## src/rtl/pipe_hazard_ctrl_pkg.sv

```systemverilog
// Shared types and constants for the pipeline hazard controller.
package pipe_ctrl_pkg;

    localparam int REG_W         = 5;
    localparam int FLUSH_LEN_MAX = 7;
    localparam int FLUSH_CNT_W   = $clog2(FLUSH_LEN_MAX + 1);

    typedef enum logic [1:0] {
        ST_RUN   = 2'd0,
        ST_STALL = 2'd1,
        ST_FLUSH = 2'd2
    } state_t;

endpackage

```

## src/rtl/pipe_hazard_ctrl_if.sv

```systemverilog
// Hazard-detection inputs from the pipeline and control outputs back to it.
interface pipe_hazard_ctrl_if;
    import pipe_ctrl_pkg::*;

    logic [REG_W-1:0] id_rs1;
    logic [REG_W-1:0] id_rs2;
    logic             id_uses_rs2;
    logic [REG_W-1:0] idex_rd;
    logic             idex_memread;
    logic             exmem_branch;
    logic             exmem_zero;
    logic             ext_stall;

    logic             pc_write;
    logic             ifid_write;
    logic             pc_src;
    logic             ifid_flush;
    logic             idex_flush;
    logic             exmem_flush;
    logic             hold_all;

    // master: the pipeline datapath; slave: the hazard controller
    modport master (
        output id_rs1, id_rs2, id_uses_rs2, idex_rd, idex_memread,
               exmem_branch, exmem_zero, ext_stall,
        input  pc_write, ifid_write, pc_src, ifid_flush, idex_flush,
               exmem_flush, hold_all
    );

    modport slave (
        input  id_rs1, id_rs2, id_uses_rs2, idex_rd, idex_memread,
               exmem_branch, exmem_zero, ext_stall,
        output pc_write, ifid_write, pc_src, ifid_flush, idex_flush,
               exmem_flush, hold_all
    );

endinterface

```

## src/rtl/pipe_hazard_ctrl_sat_counter.sv

```systemverilog
// Saturating event counter; clear wins over a same-cycle increment.
module sat_counter #(
    parameter int WIDTH = 16
) (
    input  logic             clk,
    input  logic             reset,
    input  logic             inc,
    input  logic             clr,
    output logic [WIDTH-1:0] count
);

    logic [WIDTH-1:0] count_reg;

    always_ff @(posedge clk) begin
        if (!reset || clr) begin
            count_reg <= '0;
        end else if (inc && (count_reg != '1)) begin
            count_reg <= count_reg + WIDTH'(1);
        end
    end

    assign count = count_reg;

endmodule

```

## src/rtl/pipe_hazard_ctrl.sv

```systemverilog
// Load-use stall / taken-branch flush controller with freeze and event counters.
module pipe_hazard_ctrl
    import pipe_ctrl_pkg::*;
#(
    parameter int CNT_W     = 16,
    parameter int FLUSH_LEN = 1
) (
    input  logic                clk,
    input  logic                reset,
    input  logic                clr_cnt,
    pipe_hazard_ctrl_if.slave   hz,
    output logic [1:0]          state_o,
    output logic [CNT_W-1:0]    stall_cnt,
    output logic [CNT_W-1:0]    flush_cnt
);

    state_t                 state_reg, state_next;
    logic [FLUSH_CNT_W-1:0] fcnt_reg, fcnt_next;

    logic branch_taken, load_use;
    logic stall_inc, flush_inc;
    logic pc_write, ifid_write, pc_src;
    logic ifid_flush, idex_flush, exmem_flush, hold_all;

    assign branch_taken = hz.exmem_branch & hz.exmem_zero;
    assign load_use     = hz.idex_memread && (hz.idex_rd != '0) &&
                          ((hz.idex_rd == hz.id_rs1) ||
                           (hz.id_uses_rs2 && (hz.idex_rd == hz.id_rs2)));

    always_comb begin
        pc_write    = 1'b1;
        ifid_write  = 1'b1;
        pc_src      = 1'b0;
        ifid_flush  = 1'b0;
        idex_flush  = 1'b0;
        exmem_flush = 1'b0;
        hold_all    = 1'b0;
        state_next  = state_reg;
        fcnt_next   = fcnt_reg;
        stall_inc   = 1'b0;
        flush_inc   = 1'b0;

        if (!reset) begin
            // defaults only; state is cleared by the register
        end else if (hz.ext_stall) begin
            hold_all   = 1'b1;
            pc_write   = 1'b0;
            ifid_write = 1'b0;
        end else begin
            case (state_reg)
                ST_RUN, ST_STALL: begin
                    if (branch_taken) begin
                        pc_src      = 1'b1;
                        ifid_flush  = 1'b1;
                        idex_flush  = 1'b1;
                        exmem_flush = 1'b1;
                        fcnt_next   = FLUSH_CNT_W'(FLUSH_LEN);
                        state_next  = ST_FLUSH;
                        flush_inc   = 1'b1;
                    end else if (state_reg == ST_RUN && load_use) begin
                        pc_write   = 1'b0;
                        ifid_write = 1'b0;
                        idex_flush = 1'b1;
                        state_next = ST_STALL;
                        stall_inc  = 1'b1;
                    end else begin
                        state_next = ST_RUN;
                    end
                end
                ST_FLUSH: begin
                    fcnt_next = fcnt_reg - FLUSH_CNT_W'(1);
                    // <= 1 also recovers from a corrupt zero count
                    if (fcnt_reg <= FLUSH_CNT_W'(1)) begin
                        state_next = ST_RUN;
                    end
                end
                default: begin
                    state_next = ST_RUN;
                end
            endcase
        end
    end

    always_ff @(posedge clk) begin
        if (!reset) begin
            state_reg <= ST_RUN;
            fcnt_reg  <= '0;
        end else begin
            state_reg <= state_next;
            fcnt_reg  <= fcnt_next;
        end
    end

    sat_counter #(.WIDTH(CNT_W)) u_stall_cnt (
        .clk   (clk),
        .reset (reset),
        .inc   (stall_inc),
        .clr   (clr_cnt),
        .count (stall_cnt)
    );

    sat_counter #(.WIDTH(CNT_W)) u_flush_cnt (
        .clk   (clk),
        .reset (reset),
        .inc   (flush_inc),
        .clr   (clr_cnt),
        .count (flush_cnt)
    );

    assign state_o        = state_reg;
    assign hz.pc_write    = pc_write;
    assign hz.ifid_write  = ifid_write;
    assign hz.pc_src      = pc_src;
    assign hz.ifid_flush  = ifid_flush;
    assign hz.idex_flush  = idex_flush;
    assign hz.exmem_flush = exmem_flush;
    assign hz.hold_all    = hold_all;

endmodule

```

## src/flat_wrapper.sv

```systemverilog
// flat-port wrapper written by rule: the top's interface ports become plain ports
module pipe_hazard_ctrl_flat import pipe_ctrl_pkg::*;
#(
    parameter int CNT_W     = 16,
    parameter int FLUSH_LEN = 1
)
  (clk, reset, clr_cnt, state_o, stall_cnt, flush_cnt, hz_id_rs1, hz_id_rs2, hz_id_uses_rs2, hz_idex_rd, hz_idex_memread, hz_exmem_branch, hz_exmem_zero, hz_ext_stall, hz_pc_write, hz_ifid_write, hz_pc_src, hz_ifid_flush, hz_idex_flush, hz_exmem_flush, hz_hold_all);
  pipe_hazard_ctrl_if hz_i ();
  input  logic clk;
  input  logic reset;
  input  logic clr_cnt;
  output logic [1:0] state_o;
  output logic [CNT_W-1:0] stall_cnt;
  output logic [CNT_W-1:0] flush_cnt;
  input wire logic [$bits(hz_i.id_rs1)-1:0] hz_id_rs1;
  input wire logic [$bits(hz_i.id_rs2)-1:0] hz_id_rs2;
  input wire logic [$bits(hz_i.id_uses_rs2)-1:0] hz_id_uses_rs2;
  input wire logic [$bits(hz_i.idex_rd)-1:0] hz_idex_rd;
  input wire logic [$bits(hz_i.idex_memread)-1:0] hz_idex_memread;
  input wire logic [$bits(hz_i.exmem_branch)-1:0] hz_exmem_branch;
  input wire logic [$bits(hz_i.exmem_zero)-1:0] hz_exmem_zero;
  input wire logic [$bits(hz_i.ext_stall)-1:0] hz_ext_stall;
  output wire logic [$bits(hz_i.pc_write)-1:0] hz_pc_write;
  output wire logic [$bits(hz_i.ifid_write)-1:0] hz_ifid_write;
  output wire logic [$bits(hz_i.pc_src)-1:0] hz_pc_src;
  output wire logic [$bits(hz_i.ifid_flush)-1:0] hz_ifid_flush;
  output wire logic [$bits(hz_i.idex_flush)-1:0] hz_idex_flush;
  output wire logic [$bits(hz_i.exmem_flush)-1:0] hz_exmem_flush;
  output wire logic [$bits(hz_i.hold_all)-1:0] hz_hold_all;
  assign hz_i.id_rs1 = hz_id_rs1;
  assign hz_i.id_rs2 = hz_id_rs2;
  assign hz_i.id_uses_rs2 = hz_id_uses_rs2;
  assign hz_i.idex_rd = hz_idex_rd;
  assign hz_i.idex_memread = hz_idex_memread;
  assign hz_i.exmem_branch = hz_exmem_branch;
  assign hz_i.exmem_zero = hz_exmem_zero;
  assign hz_i.ext_stall = hz_ext_stall;
  assign hz_pc_write = hz_i.pc_write;
  assign hz_ifid_write = hz_i.ifid_write;
  assign hz_pc_src = hz_i.pc_src;
  assign hz_ifid_flush = hz_i.ifid_flush;
  assign hz_idex_flush = hz_i.idex_flush;
  assign hz_exmem_flush = hz_i.exmem_flush;
  assign hz_hold_all = hz_i.hold_all;
  pipe_hazard_ctrl #(.CNT_W(CNT_W), .FLUSH_LEN(FLUSH_LEN)) u_core (.clk(clk), .reset(reset), .clr_cnt(clr_cnt), .hz(hz_i), .state_o(state_o), .stall_cnt(stall_cnt), .flush_cnt(flush_cnt));
endmodule
```

## config.mk

```make
export PLATFORM = sky130hd
export DESIGN_NAME = pipe_hazard_ctrl_flat
export DESIGN_NICKNAME = d
export VERILOG_FILES = /design/src/rtl/pipe_hazard_ctrl_pkg.sv /design/src/rtl/pipe_hazard_ctrl_if.sv /design/src/rtl/pipe_hazard_ctrl_sat_counter.sv /design/src/rtl/pipe_hazard_ctrl.sv /design/src/flat_wrapper.sv
export SDC_FILE = /design/constraint.sdc
export NUM_CORES = 1
export LEC_CHECK = 0
export ABC_AREA = 1
export CAP_MARGIN = 15
export CORE_AREA = 2 2 79 99
export CTS_CLUSTER_DIAMETER = 100
export DETAILED_ROUTE_END_ITERATION = 8
export DIE_AREA = 0 0 81 101
export GPL_TIMING_DRIVEN = 0
export REMOVE_ABC_BUFFERS = 1
export SLEW_MARGIN = 5
export SYNTH_ARGS = -nofsm -noshare
export SYNTH_HDL_FRONTEND = slang
export SYNTH_SLANG_ARGS = --single-unit
```

## constraint.sdc

```tcl
create_clock -name clk -period 2.06 [get_ports clk]
set_clock_uncertainty 0.15 [all_clocks]
set_input_delay 0.309 -clock clk [delete_from_list [all_inputs] [get_ports clk]]
set_output_delay 0.309 -clock clk [all_outputs]
set_load 0.05 [all_outputs]
```

==> flow_metrics.py <==
metrics = {
    "die": {
        "coreArea_sq_um": 7270,
        "num_rows": 35,
        "ioPinCount": 64,
        "die_w_microns": 81,
        "die_area_sq_um": 8180,
        "start_util_pct": 33.9,
        "die_h_microns": 101,
    },
    "routing": {
        "wl_microns": 6440,
        "maxUsedRoutingLayer": "met4",
        "vias_per_cell": 4.76,
        "antenna_left": 0,
        "drt-initial-drc-count": 79,
        "dr.pass1.iters": 4,
        "wl_met3_microns": 222,
        "wl_met2_microns": 3210,
        "drc": 0,
        "met1_length_microns": 2920,
        "avgRoutedWirePerCell_microns": 12.3,
        "vias": 2487,
    },
    "finish": {
        "regArea_sq_um": 743,
        "diodes": 0,
        "instances_no_fill": 523,
        "drive_above_1_share_pct": 17.2,
        "multi_input_area_sq_um": 1560,
        "synthToLayoutAreaGrowth_pct": 37.9,
        "num-nets-final": 457,
        "fill_cells": 746,
    },
    "yosys": {
        "yosysSeqAreaShare_pct": 30.1,
        "synth_cell_types": 34,
        "synthFlopType": "dfxtp_1",
        "synth_edf_count": 0,
        "synthArstFlopShare_pct": 0,
        "ys_warn_count": 0,
        "syn_area_sq_um": 2460,
        "synth_cells": 364,
        "ys_ff_latch": 37,
        "syn_area_per_cell_sq_um": 6.76,
    },
    "timing": {
        "worst_slew_pin_slew_ns": 0.531,
        "period_share_pct": 97.9,
        "hold_violations": 0,
        "slew-limit-headroom_pct": 64.5,
        "setup-tns-final_ns": 0,
        "fin_crit_ns": 2.02,
        "fin_ws_ns": 0.0443,
        "rsz0062_at_grt": "yes",
        "setup_viol": 0,
        "fmax_mhz": 496,
        "drv_slew": 0,
    },
    "critical_path": {
        "worst_setup_path_end_kind": "output port",
        "cp_slowest_cell": "clkdlybuf4s50_1",
        "crit_path_max_fanout": 4,
        "slowest_delay_ns": 0.85,
        "cp.arrival_ns": 1.56,
        "critical_path_class": "reg -> out",
        "crit_buf_inv": 1,
        "cp_top_family": "buffers and inverters",
        "worstPathRequired_ns": 1.60,
        "cp_cell_sequence": "clkdlybuf4s50_1",
        "rrSetupSlack_ns": 0.13,
        "startpoint_type": "flop",
    },
    "placed_design": {
        "place_ws_ns": -0.789,
        "place.gp.congestion": 0.863,
        "dp.cells": 508,
        "io_buffers": 63,
        "dp_hpwl_microns": 4570,
    },
    "clocking": {
        "clock_latency_ns": 0.30,
        "cts_root_buf": "clkbuf_8",
        "cts_tree": "done",
        "cts_buffers": 5,
        "h-tree-depth": 2,
        "hold_buffers": 0,
        "clk_pin_slew_ns": 0.08,
        "cts_max_path_buffers": 2,
        "cts.sinks": 37,
    },
    "pwr": {
        "power_leakage_nw": 1.50,
        "power_mw": 1.48,
        "power_density_nw_per_um2": 435,
        "vdd_drop_max_mv": 0.201,
    },
    "min_path": {
        "hp-class": "in -> reg",
    },
    "global_routing": {
        "grt_max_degree": 19,
        "antenna_found_initial": 0,
        "grt_use_total_pct": 16.6,
        "grt_pass1_wl_microns": 10700,
        "grt_pass1_vias": 2344,
        "overflow": 0,
    },
    "status": {
        "outcome": "finished, final reports clean",
    },
    "job": {
        "maxCapViolCount": 0,
    },
}
-- layout make-up --
type                       count  area share (%)
multi-input combinational    273            45.9
sequential                    37            21.9
timing repair buffer          69            20.7
inverter                      43            5.01
tap                           92            3.39
clock buffer                   6            2.43
clock inverter                 2           0.405
timing repair inverter         1           0.221
-- metrics by stage --
| step | instance area, sq um | hold slack [ns] | utilization [%] |
|---|---|---|---|
| CTS | 3260 | 0.314 | 44.8 |
| global placement | 3130 | 0.304 | 43.1 |
| detailed placement | 3130 | 0.302 | 43.1 |
| finish | 3400 | 0.254 | 46.7 |
| global route | 3400 | 0.288 | 46.7 |
| floorplan | 2390 | 0.284 | - |
-- layer usage --
metal | GRT usage [%] | vias to the layer above
met3 | 2.87 | 7
met2 | 28.6 | 46
met5 | 0 | -
met4 | 4.82 | 0
li1 | - | 1306
met1 | 21.0 | 1128
-- cells in the final DEF (no fill, tap or decap), drive strengths merged --
cell            n
nand2          94
nor2           43
inv            42
dfxtp          37
a21oi          32
nand3          28
clkdlybuf4s50  22
o21ai          22
dlygate4sd2    18
xor2           16
dlymetal6s2s   16
buf            12
nor3           11
xnor2           9
clkbuf          7
nand4           7
ha              4
nor4            2
clkinvlp        2
clkinv          2
nor3b           1
o21bai          1
nand3b          1
o211ai          1
or2             1
-- power by group --
group	switching [mW]	internal [mW]
sequential	0.00406	0.719
clock	0.291	0.272
combinational	0.117	0.0728
-- cell families after synthesis --
| logic type | share of synthesized area (%) |
|---|---|
| AO/OA/AOI/OAI | 13.1 |
| XOR/XNOR | 8.89 |
| adder cells (fa/ha/maj) | 2.03 |
| buffers and inverters | 9.60 |
| flip-flops | 30.1 |
| AND/OR/NAND/NOR | 36.3 |
-- Yosys cell counts, types with 3 or more instances --
master | instances | share of area [%]
inv_1 | 36 | 5.5
nor2_1 | 39 | 5.9
xor2_1 | 16 | 5.7
nand3_1 | 17 | 3.5
dfxtp_1 | 37 | 30
nor3_1 | 9 | 1.8
a21oi_1 | 23 | 4.7
nand3_2 | 11 | 4.5
ha_1 | 4 | 2.0
xnor2_1 | 9 | 3.2
nand2_2 | 3 | 0.76
nand2_1 | 91 | 14
o21ai_1 | 9 | 1.8
o21ai_0 | 12 | 2.4
a21oi_2 | 9 | 3.2
buf_4 | 4 | 1.2
nand4_1 | 5 | 1.3
inv_2 | 7 | 1.1
nor2_2 | 3 | 0.76
-- path summary, 6_finish.rpt --
check,start,to,depth (start not counted)
worst max-delay path,u_core.state_o[1],state_o[1],1
worst min-delay path,reset,u_core.fcnt_reg[0],3
worst max register to register,u_core.u_stall_cnt.count[0],u_core.u_stall_cnt.count[2],8
worst min register to register,u_core.fcnt_reg[1],u_core.fcnt_reg[1],2
-- repair_timing --
action                                  4_1_cts  5_1_grt
gates cloned                                  1        0
endpoints found under the setup margin       43       36
resized for setup                            67       39
hold endpoints to repair                      0        0
setup buffers                                 3        3
pin swaps                                     9       12
Note: power is estimated with default switching activity, not from simulation.
